`config.mk`:
```
export PLATFORM = sky130hd
export DESIGN_NAME = systolic_tile_sequencer
export DESIGN_NICKNAME = d
export VERILOG_FILES = /design/src/rtl/systolic_tile_sequencer.sv
export SDC_FILE = /design/constraint.sdc
export NUM_CORES = 1
export LEC_CHECK = 0
export ABC_AREA = 1
export BUFFER_PORTS_ARGS = -buffer_cell sky130_fd_sc_hd__buf_2
export CORE_UTILIZATION = 55
export CTS_BUF_LIST = sky130_fd_sc_hd__clkbuf_8 sky130_fd_sc_hd__clkbuf_16
export CTS_CLUSTER_DIAMETER = 150
export CTS_CLUSTER_SIZE = 40
export DETAILED_ROUTE_END_ITERATION = 12
export GPL_ROUTABILITY_DRIVEN = 0
export PLACE_DENSITY = 0.72
export SLEW_MARGIN = 10
export SYNTH_ARGS = -nofsm -noshare
export SYNTH_HDL_FRONTEND = slang
export SYNTH_SLANG_ARGS = --single-unit
```
`constraint.sdc`:
```
create_clock -name clk -period 3.2 [get_ports clk]
set_clock_uncertainty 0.2 [all_clocks]
set_input_delay 0.8 -clock clk [delete_from_list [all_inputs] [get_ports clk]]
set_output_delay 0.8 -clock clk [all_outputs]
set_load 0.1 [all_outputs]
```
`src/rtl/systolic_tile_sequencer.sv`:
```
// Weight-stationary tile job sequencer for the systolic PE array.
// Sequences weight load, input streaming with zero bubbles, result tracking through a
// tag delay line, and job completion. Optional performance counters are enabled by
// defining SYSTOLIC_SEQ_PERF_EN.
module systolic_tile_sequencer #(
    parameter int unsigned ARRAY_LAT = 256,
    parameter int unsigned WLOAD_CYC = 2,
    parameter int unsigned CNT_W     = 16
) (
    input  logic             clk,
    input  logic             rstn,
    input  logic             start,
    input  logic [CNT_W-1:0] num_vecs,
    output logic             busy,
    output logic             done,
    input  logic             w_valid,
    output logic             we_rl,
    output logic             w_loaded,
    input  logic             in_valid,
    output logic             in_ready,
    output logic             din_zero,
    output logic             out_valid,
    output logic             out_last
`ifdef SYSTOLIC_SEQ_PERF_EN
    ,
    output logic [31:0]      perf_cycles,
    output logic [31:0]      perf_bubbles
`endif
);

    localparam int unsigned WcntW = (WLOAD_CYC < 2) ? 1 : $clog2(WLOAD_CYC + 1);

    typedef enum logic [2:0] {
        StIdle,
        StWload,
        StStream,
        StDrain,
        StDone
    } state_e;

    state_e               state_q, state_d;
    logic [CNT_W-1:0]     num_q, num_d;
    logic [CNT_W-1:0]     issued_q, issued_d;
    logic [CNT_W-1:0]     recv_q, recv_d;
    logic [WcntW-1:0]     wcnt_q, wcnt_d;
    logic [ARRAY_LAT-1:0] tag_q, tag_d;
    logic                 w_loaded_q, w_loaded_d;
    logic                 accept;
    logic                 handshake;

    // Result side: the oldest tag marks a valid result word.
    always_comb begin
        out_valid = tag_q[ARRAY_LAT-1];
        out_last  = out_valid && (recv_q == num_q - CNT_W'(1));
    end

    // Next-state and control outputs.
    always_comb begin
        state_d    = state_q;
        num_d      = num_q;
        issued_d   = issued_q;
        recv_d     = recv_q;
        wcnt_d     = wcnt_q;
        w_loaded_d = 1'b0;
        busy       = (state_q != StIdle);
        done       = 1'b0;
        we_rl      = 1'b0;
        in_ready   = 1'b0;
        din_zero   = 1'b1;
        handshake  = 1'b0;
        accept     = 1'b0;

        case (state_q)
            StIdle: begin
                if (start) begin
                    accept   = 1'b1;
                    num_d    = num_vecs;
                    issued_d = '0;
                    recv_d   = '0;
                    wcnt_d   = '0;
                    state_d  = (num_vecs == '0) ? StDone : StWload;
                end
            end
            StWload: begin
                we_rl = w_valid;
                if (w_valid) begin
                    wcnt_d = wcnt_q + WcntW'(1);
                    // Gaps in w_valid only pause the count.
                    if (wcnt_q == WcntW'(WLOAD_CYC - 1)) begin
                        w_loaded_d = 1'b1;
                        state_d    = StStream;
                    end
                end
            end
            StStream: begin
                in_ready  = (issued_q < num_q);
                handshake = in_valid && in_ready;
                din_zero  = !handshake;
                if (handshake) begin
                    issued_d = issued_q + CNT_W'(1);
                    if (issued_q == num_q - CNT_W'(1)) begin
                        state_d = StDrain;
                    end
                end
            end
            StDrain: begin
                // Last result seen this cycle means recv reaches num_q on this edge.
                if (out_last) begin
                    state_d = StDone;
                end
            end
            StDone: begin
                done    = 1'b1;
                state_d = StIdle;
            end
            default: begin
                state_d = StIdle;
            end
        endcase

        if (out_valid && !accept) begin
            recv_d = recv_q + CNT_W'(1);
        end

        // Tag line shifts every cycle; a handshake injects a 1.
        tag_d = (tag_q << 1) | ARRAY_LAT'(handshake);
    end

    assign w_loaded = w_loaded_q;

    // State, counters and tag delay line.
    always_ff @(posedge clk or negedge rstn) begin
        if (!rstn) begin
            state_q    <= StIdle;
            num_q      <= '0;
            issued_q   <= '0;
            recv_q     <= '0;
            wcnt_q     <= '0;
            tag_q      <= '0;
            w_loaded_q <= 1'b0;
        end else begin
            state_q    <= state_d;
            num_q      <= num_d;
            issued_q   <= issued_d;
            recv_q     <= recv_d;
            wcnt_q     <= wcnt_d;
            tag_q      <= tag_d;
            w_loaded_q <= w_loaded_d;
        end
    end

`ifdef SYSTOLIC_SEQ_PERF_EN
    logic [31:0] perf_cycles_q;
    logic [31:0] perf_bubbles_q;

    // Job cycle and stall-bubble counters; cleared on accepted start, held after done.
    always_ff @(posedge clk or negedge rstn) begin
        if (!rstn) begin
            perf_cycles_q  <= '0;
            perf_bubbles_q <= '0;
        end else if (accept) begin
            perf_cycles_q  <= '0;
            perf_bubbles_q <= '0;
        end else begin
            if (busy) begin
                perf_cycles_q <= perf_cycles_q + 32'd1;
            end
            if ((state_q == StStream) && in_ready && !in_valid) begin
                perf_bubbles_q <= perf_bubbles_q + 32'd1;
            end
        end
    end

    assign perf_cycles  = perf_cycles_q;
    assign perf_bubbles = perf_bubbles_q;
`endif

endmodule

```
==> results.md <==
* Max_slew headroom at 0.535
* Via count at 6,321
* DIE AREA at 19,600 um2
* DRT antenna net count at 0
* Max Clk Rate at 0.277 GHz
* Internal at 5.76 mW
* Startpoint types: register
* Setup violators final at 4
* Slew Viols, Final at 0
* Initial antenna violation count at 0
* Rows at 50
* Clk root buf: clkbuf_16
* Most frequent cell after synthesis: dfrtp_1
* Nets at 990
* Final Util at 0.639
* Final worst slack at -0.415 ns
* Die height at 140 um
* Switch Pwr at 3.02 mW
* First DRT Iteration DRCs at 585
* Maximum fanout along the worst path at 2
* Sw Ratio at 0.344
* Async set-or-reset flop fraction in the synthesized netlist at 1.00
* Placeable Area at 18,700 um2
* Leak at 6.08 nW
* Area Overhead vs Synth at 14.1%
* Synth top area share at 0.740
* Clk sink count at 310
* DRT Wirelength at 19,600 um
* Synth cell count leaders: dfrtp_1, nand2_1, nand3_1
* Die width at 140 um
* Avg WL per Cell at 16.6 um
* Grt ovf at 0
* Vias per cell at 5.34
* Yosys reg bits at 310
* EDFF count, synth at 0
* Clock Tree Buf Depth at 3
* Final non-filler cell total at 1,183
* Critical path class: reg2out
* CTS tree: done
* Io pins at 29
* Crit path capture type: output pin
* Clock Power Share at 0.195
* Skew-Pair Late Insertion Delay at 0.50 ns
* Max cap viols at 0
* Mapped Area at 10,500 um2
* Post-route DRC at 0
* Seq pwr share at 0.504
* Least-Margin Pin Slew at 0.698 ns
* Yosys warning count at 0
* Min Tclk post-route at 3.61 ns
* WP data required at 2.20 ns
* Netlist cell types at 33
* Length of the first detailed-routing pass in iterations at 6
* Sequential area share after synthesis at 0.740
* Syn_nets at 898
* Htree depth at 1
* Initial Utilization at 0.560
* Cell taking the most area after synthesis: dfrtp_1
* Ant. Diodes at 0
* CP arrival at 2.61 ns
* Failing checks: negative setup slack
* Top cells by area, synth: dfrtp_1, nand2_1, nand3_1
* Pwr Density at 734 nW/um2
* Mapped Cells at 857
* Syn Area/Cell at 12.2 um2
* Post-DP HPWL at 12,100 um
* Reg clk slew, reported paths at 0.15 ns
* Share of layout cells above drive strength 1 at 0.196
* Comb power frac at 0.301
* Worst Hold Class: in2async
* Tot GR Track Use at 0.208
* Vias in the first global route at 6,221
* Status: finished with violations
* Placed Cells at 1,130
* Largest net degree at the start of global routing at 95
* RSZ-0062 raised after global routing: true
* Port buffer count at 28
* VDD IR max at 0.662 mV
* Setup_tns at -0.716 ns
* Fin crit share at 1.13
* First-pass GRT wire length at 31,800 um
* Final Hold Fails at 0
* Ys flop type: dfrtp_1
* TritonCTS Buffers at 11
* Dpl ws at -0.0163 ns
## cells in the final DEF, fill, tap and decap left out, types with 10 or more instances in the layout
| cell | instances |
|---|---|
| a21oi_1 | 21 |
| buf_2 | 24 |
| buf_4 | 53 |
| clkbuf_16 | 11 |
| dfrtp_1 | 306 |
| ha_1 | 18 |
| inv_1 | 64 |
| inv_2 | 13 |
| nand2_1 | 142 |
| nand2_2 | 20 |
| nand3_1 | 63 |
| nand3_2 | 12 |
| nand4_1 | 12 |
| nor2_1 | 47 |
| nor2_4 | 12 |
| nor3_1 | 21 |
| o21ai_0 | 30 |
| o31ai_1 | 10 |
| xor2_1 | 13 |
## state kept, by name, summed over array words and instances, names as in the netlist
| signal | count |
|---|---|
| state_q | 3 |
| wcnt_q | 2 |
| issued_q | 16 |
| recv_q | 16 |
| w_loaded | 1 |
| num_q | 16 |
| tag_q | 256 |
## layout make-up
| class | instances | area (um2) |
|---|---|---|
| clock inverter | 2 | 15.0 |
| timing repair buffer | 86 | 676 |
| inverter | 76 | 285 |
| clock buffer | 11 | 275 |
| sequential | 310 | 7760 |
| tap | 234 | 293 |
| multi-input combinational | 464 | 2660 |
| fill | 1314 | 6740 |
## worst paths after layout
| kind | end | slack [ns] | cells past startpoint | from |
|---|---|---|---|---|
| worst min-delay path | tag_q[230] | 0.11 | 1 | rstn |
| max in group asynchronous | tag_q[93] | 1.95 | 2 | rstn |
| min in group clk | tag_q[129] | 0.14 | 0 | tag_q[128] |
| worst max-delay path | out_last | -0.41 | 10 | num_q[1] |
| worst max register to register | state_q[1] | -0.01 | 23 | num_q[1] |
| worst min register to register | tag_q[129] | 0.14 | 0 | tag_q[128] |
## power groups by stage
stage | clock [mW] | sequential [mW] | combinational [mW]
finish | 1.71 | 4.42 | 2.64
global route | 1.89 | 4.45 | 2.93
CTS | 1.78 | 4.40 | 2.37
detailed placement | 0 | 4.47 | 2.05
floorplan | 0 | 4.43 | 1.50
global placement | 0 | 4.46 | 2.01
## worst max-delay path, cell delays in order, from the launching register on
cell and delay (ns):
dfrtp_1 0.42, inv_2 0.07, ha_4 0.27, xor2_1 0.19, nand3_1 0.16, nor2_4 0.15
nand3_2 0.08, nor3_2 0.18, o211ai_1 0.16, nor3_4 0.24, buf_12 0.20
## stage by stage
| stage | power, mW | hold slack, ns | instance area (um2) |
|---|---|---|---|
| floorplan | 5.92 | 0.131 | 10500 |
| global placement | 6.48 | 0.131 | 11100 |
| detailed placement | 6.51 | 0.135 | 11100 |
| CTS | 8.54 | 0.128 | 11800 |
| global route | 9.26 | 0.159 | 12000 |
| finish | 8.78 | 0.111 | 12000 |
## cells by family (layout without fill, tap and decap cells)
kind of cell             count (synthesis)  in the layout  share of synthesized area
AO/OA/AOI/OAI                           75             75                     0.0401
buffers and inverters                   83            175                     0.0300
XOR/XNOR                                15             15                     0.0125
adder cells (fa/ha/maj)                 20             20                     0.0239
flip-flops                             310            310                      0.740
AND/OR/NAND/NOR                        354            354                      0.153
## routing by layer
metal / vias to the layer above / part of all wire / GRT usage
li1: 2966 / - / -
met1: 3105 / 0.47 / 0.321
met2: 205 / 0.45 / 0.313
met3: 45 / 0.051 / 0.0277
met4: 0 / 0.034 / 0.0613
met5: - / 0 / 0
## timing repair
item,4_1_cts,5_1_grt
endpoints found under the setup margin,3,6
setup buffers,29,11
gates resized for setup,50,27
hold buffers,0,0
pin swaps,20,20
No activity file was read; power rests on OpenSTA's default activity.
